### src/rtl/learn_note_feeder_pkg.sv
// Shared types and constants for the learn-mode note feeder: FSM encoding,
// ROM word layout and default geometry.
package learn_note_feeder_pkg;

  localparam int unsigned OFFS_W_DEF = 8;
  localparam int unsigned SEL_W_DEF  = 2;
  localparam int unsigned NOTE_W     = 10;
  localparam int unsigned END_BIT    = 10;
  localparam int unsigned ROM_W      = END_BIT + 1;

  typedef enum logic [2:0] {
    ST_IDLE    = 3'd0,
    ST_LOAD    = 3'd1,
    ST_CHECK   = 3'd2,
    ST_PRESENT = 3'd3,
    ST_DONE    = 3'd4
  } state_e;

  // Bit 10 flags end-of-song; the low bits are {8 one-hot buttons, 2-bit octave}.
  typedef struct packed {
    logic              end_mark;
    logic [NOTE_W-1:0] note;
  } rom_word_t;

endpackage

### src/rtl/learn_note_feeder_if.sv
// Bundle between the note feeder, its song ROM and the learn-mode consumer.
interface learn_note_feeder_if
  import learn_note_feeder_pkg::*;
#(
  parameter int unsigned OFFS_W = OFFS_W_DEF,
  parameter int unsigned SEL_W  = SEL_W_DEF
);

  logic                    start;
  logic [SEL_W-1:0]        song_sel;
  logic                    read_en;
  logic [SEL_W+OFFS_W-1:0] rom_addr;
  rom_word_t               rom_data;
  logic [NOTE_W-1:0]       data_out;
  logic                    note_valid;
  logic                    song_done;
  logic [OFFS_W-1:0]       note_index;

  modport master (
    output start, song_sel, read_en, rom_data,
    input  rom_addr, data_out, note_valid, song_done, note_index
  );

  modport slave (
    input  start, song_sel, read_en, rom_data,
    output rom_addr, data_out, note_valid, song_done, note_index
  );

endinterface

### src/rtl/learn_note_feeder.sv
// Walks one song in a synchronous ROM, presenting each note until the
// consumer acknowledges it; stops at the end marker or at the last slot.
module learn_note_feeder
  import learn_note_feeder_pkg::*;
#(
  parameter int unsigned OFFS_W = OFFS_W_DEF,
  parameter int unsigned SEL_W  = SEL_W_DEF
) (
  input  logic              clk,
  input  logic              rst_n,
  learn_note_feeder_if.slave bus
);

  localparam logic [OFFS_W-1:0] OFFS_MAX = {OFFS_W{1'b1}};

  state_e             state_q, state_d;
  logic [SEL_W-1:0]   song_q, song_d;
  logic [OFFS_W-1:0]  offset_q, offset_d;
  logic [NOTE_W-1:0]  data_q, data_d;
  logic [OFFS_W-1:0]  index_q, index_d;
  logic               valid_q, valid_d;
  logic               done_q, done_d;

  always_ff @(posedge clk or negedge rst_n) begin
    if (!rst_n) begin
      state_q  <= ST_IDLE;
      song_q   <= '0;
      offset_q <= '0;
      data_q   <= '0;
      index_q  <= '0;
      valid_q  <= 1'b0;
      done_q   <= 1'b0;
    end else begin
      state_q  <= state_d;
      song_q   <= song_d;
      offset_q <= offset_d;
      data_q   <= data_d;
      index_q  <= index_d;
      valid_q  <= valid_d;
      done_q   <= done_d;
    end
  end

  // start overrides every state, including a pending acknowledge.
  always_comb begin
    state_d  = state_q;
    song_d   = song_q;
    offset_d = offset_q;
    data_d   = data_q;
    index_d  = index_q;
    valid_d  = valid_q;
    done_d   = done_q;

    if (bus.start) begin
      state_d  = ST_LOAD;
      song_d   = bus.song_sel;
      offset_d = '0;
      valid_d  = 1'b0;
      done_d   = 1'b0;
    end else begin
      unique case (state_q)
        ST_LOAD: state_d = ST_CHECK;
        ST_CHECK: begin
          if (bus.rom_data.end_mark) begin
            state_d = ST_DONE;
            done_d  = 1'b1;
          end else begin
            data_d  = bus.rom_data.note;
            index_d = offset_q;
            valid_d = 1'b1;
            state_d = ST_PRESENT;
          end
        end
        ST_PRESENT: begin
          if (bus.read_en) begin
            valid_d = 1'b0;
            // The last slot ends the song rather than spilling into the next one.
            if (offset_q == OFFS_MAX) begin
              state_d = ST_DONE;
              done_d  = 1'b1;
            end else begin
              offset_d = offset_q + OFFS_W'(1);
              state_d  = ST_LOAD;
            end
          end
        end
        ST_IDLE, ST_DONE: state_d = state_q;
        default: state_d = ST_IDLE;
      endcase
    end
  end

  assign bus.rom_addr   = {song_q, offset_q};
  assign bus.data_out   = data_q;
  assign bus.note_valid = valid_q;
  assign bus.song_done  = done_q;
  assign bus.note_index = index_q;

endmodule

### src/flat_wrapper.sv
// flat-port wrapper written by rule: the top's interface ports become plain ports
module learn_note_feeder_flat import learn_note_feeder_pkg::*;
#(
  parameter int unsigned OFFS_W = OFFS_W_DEF,
  parameter int unsigned SEL_W  = SEL_W_DEF
)
  (clk, rst_n, bus_start, bus_song_sel, bus_read_en, bus_rom_data, bus_rom_addr, bus_data_out, bus_note_valid, bus_song_done, bus_note_index);
  learn_note_feeder_if #(.OFFS_W(OFFS_W), .SEL_W(SEL_W)) bus_i ();
  input  logic clk;
  input  logic rst_n;
  input wire logic [$bits(bus_i.start)-1:0] bus_start;
  input wire logic [$bits(bus_i.song_sel)-1:0] bus_song_sel;
  input wire logic [$bits(bus_i.read_en)-1:0] bus_read_en;
  input wire logic [$bits(bus_i.rom_data)-1:0] bus_rom_data;
  output wire logic [$bits(bus_i.rom_addr)-1:0] bus_rom_addr;
  output wire logic [$bits(bus_i.data_out)-1:0] bus_data_out;
  output wire logic [$bits(bus_i.note_valid)-1:0] bus_note_valid;
  output wire logic [$bits(bus_i.song_done)-1:0] bus_song_done;
  output wire logic [$bits(bus_i.note_index)-1:0] bus_note_index;
  assign bus_i.start = bus_start;
  assign bus_i.song_sel = bus_song_sel;
  assign bus_i.read_en = bus_read_en;
  assign bus_i.rom_data = bus_rom_data;
  assign bus_rom_addr = bus_i.rom_addr;
  assign bus_data_out = bus_i.data_out;
  assign bus_note_valid = bus_i.note_valid;
  assign bus_song_done = bus_i.song_done;
  assign bus_note_index = bus_i.note_index;
  learn_note_feeder #(.OFFS_W(OFFS_W), .SEL_W(SEL_W)) u_core (.clk(clk), .rst_n(rst_n), .bus(bus_i));
endmodule
### config.mk
export PLATFORM = sky130hd
export DESIGN_NAME = learn_note_feeder_flat
export DESIGN_NICKNAME = d
export VERILOG_FILES = /design/src/rtl/learn_note_feeder_pkg.sv /design/src/rtl/learn_note_feeder_if.sv /design/src/rtl/learn_note_feeder.sv /design/src/flat_wrapper.sv
export SDC_FILE = /design/constraint.sdc
export NUM_CORES = 1
export LEC_CHECK = 0
export BUFFER_PORTS_ARGS = -buffer_cell sky130_fd_sc_hd__buf_2
export CAP_MARGIN = 0
export CORE_MARGIN = 4
export CORE_UTILIZATION = 53
export DETAILED_ROUTE_END_ITERATION = 12
export GPL_TIMING_DRIVEN = 1
export PLACE_DENSITY = 0.88
export SYNTH_ARGS = -nofsm -noshare
export SYNTH_HDL_FRONTEND = slang
export SYNTH_SLANG_ARGS = --single-unit
### constraint.sdc
create_clock -name clk -period 3.4 [get_ports clk]
set_input_delay 0.17 -clock clk [delete_from_list [all_inputs] [get_ports clk]]
set_output_delay 0.17 -clock clk [all_outputs]
set_load 0.1 [all_outputs]
==> results of run 1 <==
[cell usage after synthesis, drive strengths merged]
cell / count
dfrtp: 33
mux2: 20
a21oi: 8
nand2: 8
nor2: 5
nand3: 4
o31ai: 4
or4: 4
buf: 3
inv: 3
o21ai: 3
nor3: 2
o21bai: 2
or3: 2
a22oi: 1
and2b: 1
and3: 1
clkbuf: 1
ha: 1
mux2i: 1
nand2b: 1
nand4: 1
nand4b: 1
nor2b: 1
o211ai: 1
xor2: 1
[metrics by stage]
stage                     instances  setup slack, ps  utilization
final                           194             1530        0.689
after global routing            194             1390        0.689
after CTS                       194             1500        0.689
after detailed placement        185             1510        0.658
after global placement          185             1610        0.658
after floorplan                 113             1260            -
[cells by family (layout without fill, tap and decap cells)]
group | Yosys count | in the layout
AOI/OAI and AO/OA | 19 | 19
xor gates and xnor gates | 1 | 1
adders and majority gates | 1 | 1
buffers and inverters | 7 | 58
DFF | 33 | 33
muxes | 21 | 21
and+or+nand+nor | 31 | 31
[layout make-up]
cell class | instances | area (µm²)
flip-flops and latches | 33 | 826
inverters | 3 | 11.3
clock buffers | 7 | 65.1
well taps | 30 | 37.5
clock inverters | 1 | 5.00
repair buffers | 47 | 240
fillers | 193 | 783
multi-input cells | 73 | 554
[sequential cells by signal (all words and copies together), names as in the netlist]
register               cells
u_core.song_q              2
u_core.bus.note_index      8
u_core.bus.song_done       1
u_core.offset_q            8
u_core.bus.note_valid      1
u_core.state_q             3
u_core.bus.data_out       10
[worst register-to-register path: cells and delay by family, from the launching register on]
kind,cells,cell delay [ps]
simple gates,2,920
mux,1,420
flops,1,420
[power by group]
| part | switching, mW | leakage (nW) | internal [mW] |
|---|---|---|---|
| combinational | 0.376 | 0.436 | 0.0713 |
| clock | 0.126 | 0.0413 | 0.120 |
| sequential | 0.0247 | 0.436 | 0.437 |
[path summary, 6_finish.rpt]
kind	end	from	cells past startpoint
max	u_core.bus.note_index[0]$_DFFE_PN0P_	u_core.state_q[1]$_DFFE_PN0P_	3
min	u_core.bus.data_out[0]$_DFFE_PN0P_	bus_rom_data[0]	2
max reg2reg	u_core.bus.note_index[0]$_DFFE_PN0P_	u_core.state_q[1]$_DFFE_PN0P_	3
min reg2reg	u_core.bus.data_out[1]$_DFFE_PN0P_	u_core.bus.data_out[1]$_DFFE_PN0P_	1
max in group asynchronous	u_core.offset_q[3]$_DFFE_PN0P_	rst_n	2
min in group asynchronous	u_core.bus.note_valid$_DFFE_PN0P_	rst_n	2
[per-layer routing]
| metal | vias up | global-route usage | wire length [µm] |
|---|---|---|---|
| met3 | 8 | 0.0454 | 155 |
| met1 | 544 | 0.187 | 1110 |
| met4 | 0 | 0.0823 | 53 |
| li1 | 513 | - | - |
| met2 | 31 | 0.315 | 1540 |
| met5 | - | 0 | 0 |
[layout by cell type (no fill, tap or decap), drive strengths merged, types with 3 or more instances in the layout]
| cell | netlist | final |
|---|---|---|
| nand3 | 4 | 4 |
| inv | 3 | 3 |
| dfrtp | 33 | 33 |
| buf | 3 | 46 |
| nor2 | 5 | 5 |
| a21oi | 8 | 8 |
| o21ai | 3 | 3 |
| o31ai | 4 | 4 |
| clkbuf | 1 | 7 |
| mux2 | 20 | 20 |
| or4 | 4 | 4 |
| nand2 | 8 | 8 |
==> impl_metrics.tcl, run 1 <==
set metrics [dict create \
    finalNetCount 181 \
    syn_nets 131 \
    grt_max_degree 34 \
    final_area_mm2 0.00174 \
    crit_buf_inv 0 \
    synth.avg_cell_area_um2 12.6 \
    yosysUniqueCellTypes 31 \
    place.gp.congestion 0.793 \
    synthMuxAreaShare 0.166 \
    yosysTopAreaCellShare 0.582 \
    start_kind "flop" \
    cts_tree "done" \
    cts.hold.buffers_added 1 \
    num_rows 18 \
    slowest_stage "and3_1" \
    fmax_mhz 534 \
    grt_overflow 0 \
    critical_path_class "flop to flop" \
    cp.arrival_ps 2090 \
    ys_warn_count 0 \
    yosys-top-cells-area "dfrtp_1 (58%), mux2_1 (7.9%), mux2_2 (7.9%), a21oi_1 (2.8%), nand2_1 (2.1%)" \
    final_antenna_net_count 0 \
    end_kind "flop" \
    cpPeakStageDelay_ps 710 \
    clock_path_buffers 2 \
    diodes 0 \
    grt_first_pass_wirelength_mm 4.59 \
    irDropWorstVdd_uv 824 \
    grt.total_usage 0.175 \
    drc 0 \
    htreeDepth 2 \
    power.total_mw 1.16 \
    coreArea_mm2 0.00252 \
    die_x_um 59.7 \
    cts.sinks 33 \
    cpLargestDelayFamily "simple AND/OR/NAND/NOR gates" \
    synth-simple-area-share 0.121 \
    grt_setup_unrepaired "false" \
    finalHoldViolations 0 \
    r2r_setup_slack_ps 1530 \
    relSlewSlack 0.464 \
    cp.required_ps 3620 \
    min_period_over_period 0.550 \
    yosys.area.top_type "dfrtp_1" \
    ys_seq_elements 33 \
    worst_pin_slew_ps 804 \
    outcome "finished, final reports clean" \
    drive_gt1_frac 0.415 \
    setup_violations 0 \
    hpwl_mm 2.13 \
    area_growth_pct 22.6 \
    drv_cap 0 \
    drt-initial-drc-count 41 \
    syn-cell-area_mm2 0.00142 \
    first_pass_iters 5 \
    io_pins 47 \
    fin_skew_ps 3.87 \
    routedWlPerCell_um 14.8 \
    leakagePower_nw 0.913 \
    antenna_found_initial 0 \
    numCtsBuffers 5 \
    cts_resized 0 \
    initial_core_util 0.563 \
    synth_compound_area_frac 0.0891 \
    grt_pass1_vias 1067 \
    worstSkewPairLatency_ps 330 \
    crit_chain "nor2b_1, and3_1, mux2_2" \
    ys_seq_area_frac 0.582 \
    synthAdderAreaFrac 0.00882 \
    final.setup.tns_ps 0 \
    place_area_mm2 0.00166 \
    min_period_ps 1870 \
    cts-root-buf "clkbuf_4" \
    post_cts_buffers 0 \
    p_per_area_mw_per_mm2 664 \
    synth_top_family_by_area "multiplexers" \
    finalWirelength_mm 2.86 \
    die_y_um 59.7 \
    io_buffers 46 \
    via_per_inst 5.65 \
    slew_viol_final 0 \
    netlist_instances 113 \
    die_area_mm2 0.00357 \
    whs_ps 50.8 \
    cp_max_fo 18 \
    synth_xor_area_frac 0.00617 \
    cts.clk_slew.worst_paths_ps 100 \
    hold_class "input port to flop" \
    vias 1096 \
]
Note: power is estimated with default switching activity, not from simulation.
==> run 2: changes to the inputs <==
--- a/config.mk
+++ b/config.mk
@@ -5,13 +5,14 @@
 export SDC_FILE = /design/constraint.sdc
 export NUM_CORES = 1
 export LEC_CHECK = 0
+export ABC_AREA = 1
 export BUFFER_PORTS_ARGS = -buffer_cell sky130_fd_sc_hd__buf_2
 export CAP_MARGIN = 0
 export CORE_MARGIN = 4
-export CORE_UTILIZATION = 53
+export CORE_UTILIZATION = 50
 export DETAILED_ROUTE_END_ITERATION = 12
 export GPL_TIMING_DRIVEN = 1
-export PLACE_DENSITY = 0.88
+export PLACE_DENSITY = 0.83
 export SYNTH_ARGS = -nofsm -noshare
 export SYNTH_HDL_FRONTEND = slang
 export SYNTH_SLANG_ARGS = --single-unit
==> constraint.sdc (replaced) <==
create_clock -name clk -period 1.8 [get_ports clk]
set_input_delay 0.09 -clock clk [delete_from_list [all_inputs] [get_ports clk]]
set_output_delay 0.09 -clock clk [all_outputs]
set_load 0.1 [all_outputs]
==> run 2 against run 1 <==
Net effect:
- count of clock-buffer cells in the layout unchanged
- global-route usage increased by 0.38 points
- sequential share of layout area decreased by 6.7 points
- total power increased to 2.5 times the previous value
- first-iteration DRC count increased by 120%
- non-clock buffer count increased by 13
- largest cell class unchanged
- cell area increased by 17%
- register-to-register slack got worse by 1200 ps
- via count increased by 26%
==> impl_metrics.tcl, run 2 <==
set metrics [dict create \
    grt_max_degree 38 \
    io_pins 47 \
    power_frac_seq 0.329 \
    clock_power_share 0.195 \
    internal-power_mw 1.42 \
    cts_tree "done" \
    grt_first_pass_wirelength_mm 5.68 \
    die_y_um 64.3 \
    clock_path_buffers 2 \
    grt_use_met3 0.0387 \
    cts.clk_slew.worst_paths_ps 100 \
    worst_pin_slew_ps 710 \
    htreeDepth 2 \
    syn_nets 207 \
    end_kind "flop" \
    min_period_ps 1450 \
    cts.sinks 33 \
    grt_use_met2 0.311 \
    final_antenna_net_count 0 \
    grt_setup_unrepaired "false" \
    yosysTopAreaCellShare 0.521 \
    drt-initial-drc-count 89 \
    leakagePower_nw 1.08 \
    final_cell_mix "nand2_1 (58), buf_2 (46), dfrtp_1 (29), inv_1 (25), o21ai_1 (20)" \
    cts-root-buf "clkbuf_4" \
    finalHoldViolations 0 \
    cts_resized 0 \
    die_area_mm2 0.00414 \
    setup_violations 0 \
    worstSkewPairLatency_ps 320 \
    synth-async-reset-ratio 1.00 \
    busiest_layer "met2" \
    slew_viol_final 0 \
    layout_commonest_cell "nand2_1" \
    diodes 0 \
    cp.required_ps 2020 \
    netlist_instances 189 \
    place.gp.congestion 0.823 \
    p_per_area_mw_per_mm2 1430 \
    fin_skew_ps 2.16 \
    post_cts_buffers 0 \
    drc 0 \
    grt.total_usage 0.178 \
    yosys-top-cells-area "dfrtp_1 (52%), nand2_1 (14%), o21ai_1 (6.3%), inv_1 (5.9%), nand3_1 (5.4%)" \
    ys_warn_count 0 \
    yosysUniqueCellTypes 20 \
    first_pass_iters 4 \
    cts.hold.buffers_added 13 \
    start_kind "flop" \
    cp_max_fo 12 \
    antenna_found_initial 0 \
    numCtsBuffers 5 \
    io_buffers 46 \
    ys_seq_elements 33 \
    grt_overflow 0 \
    multi_input_area_um2 597 \
    drive_gt1_frac 0.275 \
    irDropWorstVdd_uv 979 \
    synth_edf_count 0 \
    final.setup.tns_ps 0 \
    via_per_inst 4.67 \
    cp.arrival_ps 1670 \
    ys_seq_area_frac 0.521 \
    grt_pass1_vias 1264 \
    min_period_over_period 0.806 \
    hold_class "input port to flop" \
    num_rows 20 \
    fmax_mhz 690 \
    synth.avg_cell_area_um2 8.39 \
    grt_use_met1 0.208 \
    initial_core_util 0.519 \
    hpwl_mm 2.26 \
    whs_ps 40.4 \
    seq_area_um2 831 \
    area_growth_pct 28.5 \
    yosys_most_used_dff "dfrtp_1" \
    p_sw_frac 0.513 \
    vias 1378 \
    finalWirelength_mm 3.46 \
    routedWlPerCell_um 11.7 \
    outcome "finished, final reports clean" \
    p_sw_mw 1.49 \
    yosys.area.top_type "dfrtp_1" \
    critical_path_class "flop to flop" \
    relSlewSlack 0.527 \
    die_x_um 64.3 \
    synth.most_common_cell "nand2_1" \
    num-fill-cells 281 \
    drv_cap 0 \
    synth_common_cells "nand2_1 (58), dfrtp_1 (33), inv_1 (25), o21ai_1 (20), nand3_1 (17)" \
    coreArea_mm2 0.00305 \
    largest_reg_flops 10 \
    power_frac_comb 0.476 \
    syn-cell-area_mm2 0.00159 \
    finalNetCount 268 \
]
## run 2: cell types whose count changed after synthesis, moves of 4 or more
cell / previous run / this run
nand3_1: 4 / 17
inv_1: 3 / 25
a21oi_1: 8 / 4
buf_6: 1 / 5
or4_1: 4 / 0
nand2_1: 8 / 58
o31ai_1: 4 / 0
mux2_2: 10 / 0
mux2_1: 10 / 0
o21ai_1: 0 / 20
## run 2: power by group through the flow
stage	Clock (mW)	Combinational [mW]	Sequential (mW)
2_1_floorplan	0	0.208	1.91
3_3_place_gp	0	1.36	0.965
3_5_place_dp	0	1.36	0.968
4_1_cts	0.583	1.39	0.953
5_1_grt	0.614	1.45	0.980
6_report	0.566	1.38	0.957
## run 2: metal layers
| metal | part of all wire | wire length (µm) | vias to the layer above |
|---|---|---|---|
| met2 | 0.51 | 1760 | 47 |
| met1 | 0.41 | 1410 | 604 |
| met5 | 0 | 0 | - |
| met4 | 0.017 | 60 | 0 |
| met3 | 0.066 | 227 | 8 |
| li1 | - | - | 719 |
## run 2: final timing paths
check	startpoint	slack, ps	cells past startpoint	to
worst max-delay path	u_core.offset_q[0]$_DFFE_PN0P_	350	7	u_core.offset_q[7]$_DFFE_PN0P_
worst min-delay path	bus_start	40	2	u_core.bus.song_done$_DFFE_PN0P_
worst max register to register	u_core.offset_q[0]$_DFFE_PN0P_	350	7	u_core.offset_q[7]$_DFFE_PN0P_
max in group asynchronous	rst_n	950	2	u_core.offset_q[2]$_DFFE_PN0P_
min in group asynchronous	rst_n	350	2	u_core.song_q[0]$_DFFE_PN0P_
worst min register to register	u_core.song_q[1]$_DFFE_PN0P_	480	2	u_core.song_q[1]$_DFFE_PN0P_
## run 2: through the flow
step                std cells  power, mW  utilization  worst slack (ps)  instance area [µm²]
CTS                       295       2.92        0.667               355                 2040
finish                    295       2.91        0.667               350                 2040
global placement          274       2.32        0.597               421                 1820
global route              295       3.04        0.667               246                 2040
floorplan                 189       2.12            -              13.2                 1590
detailed placement        274       2.33        0.597               391                 1820
## run 2: kinds of logic after synthesis
kind of cell,share of synthesized area
simple gates,0.257
buf+inv,0.103
flops,0.521
compound gates,0.106
xor+xnor,0.00553
fa+ha+maj,0.00789
## run 2: cell type report
type / count / share of cell area
sequential: 33 / 0.408
multi-input combinational: 123 / 0.293
timing repair buffer: 60 / 0.181
inverter: 27 / 0.0498
clock buffer: 7 / 0.0270
tap: 44 / 0.0270
clock inverter: 1 / 0.0147
## run 2: critical path: stages, from the launching register on
cell	delay [ps]
dfrtp_2	440
ha_1	230
nand2_2	120
nor2_4	50
nand3_2	70
nand3_2	220
nand2_1	150
o21ai_2	60
